<file path="config.mk">
export PLATFORM = sky130hd
export DESIGN_NAME = simd_alu_issuer
export DESIGN_NICKNAME = d
export VERILOG_FILES = /design/src/rtl/simd_alu_issuer_pkg.sv /design/src/rtl/simd_alu_rsp_fifo.sv /design/src/rtl/simd_alu_issuer.sv
export SDC_FILE = /design/constraint.sdc
export NUM_CORES = 2
export LEC_CHECK = 0
export CAP_MARGIN = 25
export CORE_AREA = 3 3 659 661
export CTS_CLUSTER_DIAMETER = 40
export DETAILED_ROUTE_END_ITERATION = 10
export DIE_AREA = 0 0 662 664
export PLACE_DENSITY_LB_ADDON = 0.08
export REMOVE_ABC_BUFFERS = 1
export SLEW_MARGIN = 20
export SYNTH_ARGS = -nofsm -noshare
export SYNTH_HDL_FRONTEND = slang
export SYNTH_SLANG_ARGS = --single-unit
</file>
<file path="constraint.sdc">
create_clock -name clk -period 13.8 [get_ports clk]
set_clock_uncertainty 0.05 [all_clocks]
set_input_delay 2.07 -clock clk [delete_from_list [all_inputs] [get_ports clk]]
set_output_delay 2.07 -clock clk [all_outputs]
set_load 0.02 [all_outputs]
</file>
<file path="src/rtl/simd_alu_issuer_pkg.sv">
// Shared opcode encodings, FSM states and opcode helpers
// for the SIMD ALU issuer and the ALU it drives.
package simd_alu_issuer_pkg;

   localparam int SIMD_OPC_WIDTH = 5;

   localparam logic [4:0] ADD8    = 5'h00;
   localparam logic [4:0] ADD16   = 5'h01;
   localparam logic [4:0] ADD32   = 5'h02;
   localparam logic [4:0] ADD64   = 5'h03;
   localparam logic [4:0] SUB8    = 5'h04;
   localparam logic [4:0] SUB16   = 5'h05;
   localparam logic [4:0] SUB32   = 5'h06;
   localparam logic [4:0] SUB64   = 5'h07;
   localparam logic [4:0] S_ADD8  = 5'h08;
   localparam logic [4:0] S_ADD16 = 5'h09;
   localparam logic [4:0] S_ADD32 = 5'h0A;
   localparam logic [4:0] S_ADD64 = 5'h0B;
   localparam logic [4:0] S_SUB8  = 5'h0C;
   localparam logic [4:0] S_SUB16 = 5'h0D;
   localparam logic [4:0] S_SUB32 = 5'h0E;
   localparam logic [4:0] S_SUB64 = 5'h0F;

   typedef enum logic [1:0] {
      LANE_8,
      LANE_16,
      LANE_32,
      LANE_64
   } lane_e;

   typedef enum logic [1:0] {
      ST_IDLE,
      ST_DRIVE,
      ST_CAPTURE,
      ST_PUSH_ERR
   } state_e;

   function automatic logic is_legal_opcode(
      input logic [SIMD_OPC_WIDTH-1:0] opc
   );
      case (opc)
         ADD8, ADD16, ADD32, ADD64,
         SUB8, SUB16, SUB32, SUB64,
         S_ADD8, S_ADD16, S_ADD32, S_ADD64,
         S_SUB8, S_SUB16, S_SUB32, S_SUB64:
            return 1'b1;
         default:
            return 1'b0;
      endcase
   endfunction

endpackage

</file>
<file path="src/rtl/simd_alu_rsp_fifo.sv">
// Show-ahead response FIFO; output reads as zero while empty
// so downstream sees clean rsp_* fields.
module simd_alu_rsp_fifo #(
   parameter int WIDTH = 8,
   parameter int DEPTH = 4
) (
   input  logic                     clk,
   input  logic                     rst_n,
   input  logic                     push_i,
   input  logic [WIDTH-1:0]         wdata_i,
   input  logic                     pop_i,
   output logic [WIDTH-1:0]         rdata_o,
   output logic                     valid_o,
   output logic [$clog2(DEPTH):0]   count_o
);

   localparam int AW = $clog2(DEPTH);
   localparam logic [AW:0] FULL = (AW+1)'(DEPTH);

   logic [AW-1:0]    wr_q, rd_q;
   logic [AW:0]      cnt_q;
   logic [WIDTH-1:0] mem_q [DEPTH];
   logic             do_push, do_pop;

   assign do_pop  = pop_i && (cnt_q != '0);
   assign do_push = push_i && ((cnt_q != FULL) || do_pop);

   always_ff @(posedge clk or negedge rst_n) begin
      if (!rst_n) begin
         wr_q  <= '0;
         rd_q  <= '0;
         cnt_q <= '0;
      end else begin
         if (do_push) wr_q <= wr_q + AW'(1);
         if (do_pop)  rd_q <= rd_q + AW'(1);
         unique case ({do_push, do_pop})
            2'b10:   cnt_q <= cnt_q + (AW+1)'(1);
            2'b01:   cnt_q <= cnt_q - (AW+1)'(1);
            default: cnt_q <= cnt_q;
         endcase
      end
   end

   always_ff @(posedge clk) begin
      if (do_push) mem_q[wr_q] <= wdata_i;
   end

   assign valid_o = (cnt_q != '0);
   assign rdata_o = valid_o ? mem_q[rd_q] : '0;
   assign count_o = cnt_q;

endmodule

</file>
<file path="src/rtl/simd_alu_issuer.sv">
// Issues one tagged op at a time to the SIMD ALU, holds operands
// for the ALU latency, and queues tagged results for the consumer.
module simd_alu_issuer
   import simd_alu_issuer_pkg::*;
#(
   parameter int DATA_WIDTH  = 256,
   parameter int OPC_WIDTH   = 5,
   parameter int TAG_WIDTH   = 4,
   parameter int ALU_LATENCY = 1,
   parameter int RSP_DEPTH   = 4,
   parameter logic [OPC_WIDTH-1:0] IDLE_OPC = '1
) (
   input  logic                    clk,
   input  logic                    rst_n,
   input  logic                    req_valid,
   output logic                    req_ready,
   input  logic [OPC_WIDTH-1:0]    req_opcode,
   input  logic [DATA_WIDTH-1:0]   req_a,
   input  logic [DATA_WIDTH-1:0]   req_b,
   input  logic [TAG_WIDTH-1:0]    req_tag,
   output logic [DATA_WIDTH-1:0]   alu_a,
   output logic [DATA_WIDTH-1:0]   alu_b,
   output logic [OPC_WIDTH-1:0]    alu_opcode,
   input  logic [DATA_WIDTH-1:0]   alu_out,
   input  logic [DATA_WIDTH/8-1:0] alu_ovf,
   input  logic [DATA_WIDTH/8-1:0] alu_udf,
   output logic                    rsp_valid,
   input  logic                    rsp_ready,
   output logic [DATA_WIDTH-1:0]   rsp_data,
   output logic [DATA_WIDTH/8-1:0] rsp_ovf,
   output logic [DATA_WIDTH/8-1:0] rsp_udf,
   output logic [TAG_WIDTH-1:0]    rsp_tag,
   output logic                    rsp_err,
   output logic                    busy
);

   localparam int FW = DATA_WIDTH/8;
   localparam int EW = DATA_WIDTH + 2*FW + TAG_WIDTH + 1;
   localparam int CW = $clog2(RSP_DEPTH) + 1;
   localparam int LW = (ALU_LATENCY > 1) ? $clog2(ALU_LATENCY) : 1;

   state_e                state_q, state_d;
   logic [LW-1:0]         cnt_q, cnt_d;
   logic                  live_q;
   logic [DATA_WIDTH-1:0] a_q, b_q;
   logic [OPC_WIDTH-1:0]  opc_q;
   logic [TAG_WIDTH-1:0]  tag_q;

   logic          accept, legal, push;
   logic [EW-1:0] push_word, head_word;
   logic [CW-1:0] fifo_cnt;

   assign legal  = is_legal_opcode(req_opcode);
   assign accept = req_valid && req_ready;

   // live_q keeps the request side closed until the first edge after reset
   assign req_ready = (state_q == ST_IDLE) && live_q
                   && (fifo_cnt < CW'(RSP_DEPTH));

   always_comb begin
      state_d = state_q;
      cnt_d   = cnt_q;
      push    = 1'b0;
      unique case (state_q)
         ST_IDLE: begin
            if (accept) begin
               state_d = legal ? ST_DRIVE : ST_PUSH_ERR;
               cnt_d   = LW'(ALU_LATENCY - 1);
            end
         end
         ST_DRIVE: begin
            if (cnt_q == '0) state_d = ST_CAPTURE;
            else             cnt_d   = cnt_q - LW'(1);
         end
         ST_CAPTURE: begin
            push    = 1'b1;
            state_d = ST_IDLE;
         end
         ST_PUSH_ERR: begin
            push    = 1'b1;
            state_d = ST_IDLE;
         end
         default: state_d = ST_IDLE;
      endcase
   end

   always_ff @(posedge clk or negedge rst_n) begin
      if (!rst_n) begin
         state_q <= ST_IDLE;
         cnt_q   <= '0;
         live_q  <= 1'b0;
         a_q     <= '0;
         b_q     <= '0;
         opc_q   <= '0;
         tag_q   <= '0;
      end else begin
         state_q <= state_d;
         cnt_q   <= cnt_d;
         live_q  <= 1'b1;
         if (accept) tag_q <= req_tag;
         if (accept && legal) begin
            a_q   <= req_a;
            b_q   <= req_b;
            opc_q <= req_opcode;
         end
      end
   end

   assign alu_a      = a_q;
   assign alu_b      = b_q;
   assign alu_opcode = ((state_q == ST_DRIVE) || (state_q == ST_CAPTURE))
                     ? opc_q : IDLE_OPC;
   assign busy       = (state_q != ST_IDLE);

   assign push_word = (state_q == ST_PUSH_ERR)
                    ? {{(DATA_WIDTH + 2*FW){1'b0}}, tag_q, 1'b1}
                    : {alu_out, alu_ovf, alu_udf, tag_q, 1'b0};

   simd_alu_rsp_fifo #(
      .WIDTH (EW),
      .DEPTH (RSP_DEPTH)
   ) u_rsp_fifo (
      .clk     (clk),
      .rst_n   (rst_n),
      .push_i  (push),
      .wdata_i (push_word),
      .pop_i   (rsp_valid && rsp_ready),
      .rdata_o (head_word),
      .valid_o (rsp_valid),
      .count_o (fifo_cnt)
   );

   assign {rsp_data, rsp_ovf, rsp_udf, rsp_tag, rsp_err} = head_word;

endmodule
</file>
==> metrics <==
outcome completed; post-CTS setup buffers 0; Initial Util 16.5%; first-pass GRT wire length 443000 um; die area 440000 um2; Lkg Pwr 38.2 nW; Mapped Cells 3579; DRT Pass-1 Iters 8; Worst R2R Setup Slack 8.93 ns; proportion of layout cells with a drive suffix above 1 24.9%; setup TNS 0 ns; initial antenna violation count 279; latest clock arrival within the worst-skew pair 0.91 ns; startpoint types flip-flop; arrival time worst endpoint 4.92 ns; hold buffer count at CTS 0; grt ovf 0; final core utilization 25.4%; fmax 142 MHz; largest net degree at the start of global routing 161; CTS Buffer Depth 4; vias in the first global route 46.8k; Die X 662 um; top_reg_cell synth edfxtp_1; height of the die 664 um; GR Util All Layers 14.9%; Via Count 42.5k; CTS clk-pin slew, worst paths 0.04 ns; critical path peak fanout 84; Worst Max-Slew Pin Slew 1.22 ns; normalized max-slew margin 19.0%; Rows 241; Yosys top cell area share 55.1%; Synth Register Bits 1831; # setup viols final 0; Power, Total 0.0299 W; CP required 11.68 ns; dominant cells by area after synthesis edfxtp_1 (55%), dfrtp_1 (19%), mux4_2 (10%), mux2_2 (6.5%), and2_1 (2.9%); Mapped Area 70900 um2; Peak VDD IR 141 uV; final worst path period share 51.0%; hpwl dp 243000 um; TritonCTS Sinks 1831; CTS resizes 0; Post-synth EDFFs 1300; Synth area leader edfxtp_1; Worst Setup Path Type reg -> out; Power Density 274 nW/um2; final wirelength 336000 um; RSZ-0062 raised after global routing no; count of input and output buffers 1689; H-tree depth 5; type of destination of the critical path output pin; CTS tree yes; GPL Wtd Cong 0.810; Syn. warnings 0; I/O pins 1690; number of distinct library cells after synthesis 28; Synth async-reset ratio 29.0%; Avg Inst Size Synth 19.8 um2; CTS buffer count 411; Residual DRC 0; wire per inst 28.9 um; Total Nets Final 6390; Tmin final 7.04 ns; P&R area growth vs syn 53.9%; sequential fraction of the synthesis area 73.8%; Final Hold Fails 0; clk root buf clkbuf_16; core area 430000 um2; hold crit path type reg -> reg; Max Cap Viol 0; DRT iter0 DRCs 2428; Slew Limit Fails 0; mean number of vias per cell 3.66; Routed Antenna Nets 0
==> synth_stat cells (9+ instances only) <==
cell type / count
edfxtp_1: 1300
buf_1: 15
buf_2: 77
clkbuf_1: 92
dfrtp_1: 531
nor2b_1: 321
mux2_1: 111
ha_1: 10
inv_1: 9
buf_4: 18
and2_1: 330
mux4_2: 325
mux2_2: 411
==> layout by cell type (no fill, tap or decap), types with 3 or more instances in the layout <==
master           count
clkinv_8             6
buf_4               38
clkinv_4            21
edfxtp_1          1300
bufinv_16           54
clkinv_1            44
xnor2_1              3
ha_1                 9
nand2_1              3
clkbuf_1            61
diode_2             34
xor2_1               3
clkinvlp_4          41
nor2_1               4
clkinv_2            62
inv_1                9
inv_6               14
nor2b_1            321
mux4_2             325
clkbuf_8            32
clkdlybuf4s50_1   1688
clkinv_16           12
buf_12              17
dfrtp_1            529
mux2_1             111
mux2_2             411
and2_4               4
and2_1             326
clkbuf_16          416
nand2b_1             5
==> layout make-up <==
| class | count | area, um2 |
|---|---|---|
| antenna | 34 | 85.1 |
| clock buffer | 509 | 11100 |
| clock inverter | 257 | 3220 |
| fill | 44100 | 321000 |
| inverter | 9 | 33.8 |
| multi-input combinational | 1536 | 17600 |
| sequential | 1831 | 52300 |
| tap | 5710 | 7140 |
| timing repair buffer | 1745 | 17600 |
==> registers in the layout, summed over array words and instances (netlist names) <==
signal and cells:
u_rsp_fifo.mem_q 1300, u_rsp_fifo.rd_q 2, alu_a 256, state_q 2
live_q 1, opc_q 5, u_rsp_fifo.wr_q 2, tag_q 4
u_rsp_fifo.count_o 3, alu_b 256
==> final timing paths <==
| path | cells after the start | start | to |
|---|---|---|---|
| min in group asynchronous | 1 | rst_n | alu_b[208] |
| hold / removal | 1 | alu_a[94] | alu_a[94] |
| hold reg to reg | 1 | alu_a[94] | alu_a[94] |
| max in group asynchronous | 4 | rst_n | alu_b[68] |
| setup reg to reg | 7 | state_q[0] | u_rsp_fifo.mem_q[3][124] |
| setup / recovery | 5 | u_rsp_fifo.rd_q[0] | rsp_udf[5] |
==> metal layers <==
metal  routed length [um]  GRT usage (%)  up-vias
li1                     -              -    17800
met1               109000           14.2    21800
met2               182000           28.4     1967
met3                32300           6.36      921
met4                13100           4.46       18
met5                  102              0        -
==> power by group <==
group	internal, W	leakage [nW]	total (W)	switching, W
logic	0.00484	12.9	0.0112	0.00639
clock network	0.00670	6.86	0.0100	0.00331
registers	0.00796	18.4	0.00866	0.000699
total	0.0195	38.2	0.0299	0.0104
==> stage by stage <==
| stage | setup WS, ns | hold WS, ns | area [um2] | std cells |
|---|---|---|---|---|
| 6_report | 6.76 | 0.434 | 109000 | 11600 |
| 3_5_place_dp | 7.03 | 0.424 | 94700 | 10800 |
| 5_1_grt | 6.25 | 0.442 | 109000 | 11600 |
| 2_1_floorplan | -19.40 | 0.405 | 70000 | 3376 |
| 3_3_place_gp | 7.04 | 0.419 | 94600 | 10800 |
| 4_1_cts | 6.33 | 0.435 | 109000 | 11600 |
==> critical path, cell delays in order, from the launching register on <==
cell and delay, ns:
dfrtp_4 0.97, buf_12 0.56, buf_4 0.74, mux4_2 0.58
and2_1 0.16, clkdlybuf4s50_1 0.70
==> logic make-up (layout without fill, tap and decap cells) <==
family / Yosys count / after routing / share of synthesized area, %
buffers and inverters: 212 / 2520 / 1.36
multiplexers: 849 / 849 / 18.6
XOR/XNOR: 6 / 6 / 0.0741
other: 1 / 35 / 0.00529
flip-flops: 1831 / 1831 / 73.8
adder cells (fa/ha/maj): 11 / 11 / 0.205
AND/OR/NAND/NOR: 668 / 668 / 5.89
AO/OA/AOI/OAI: 1 / 1 / 0.00705
Note: power is estimated with default switching activity, not from simulation.
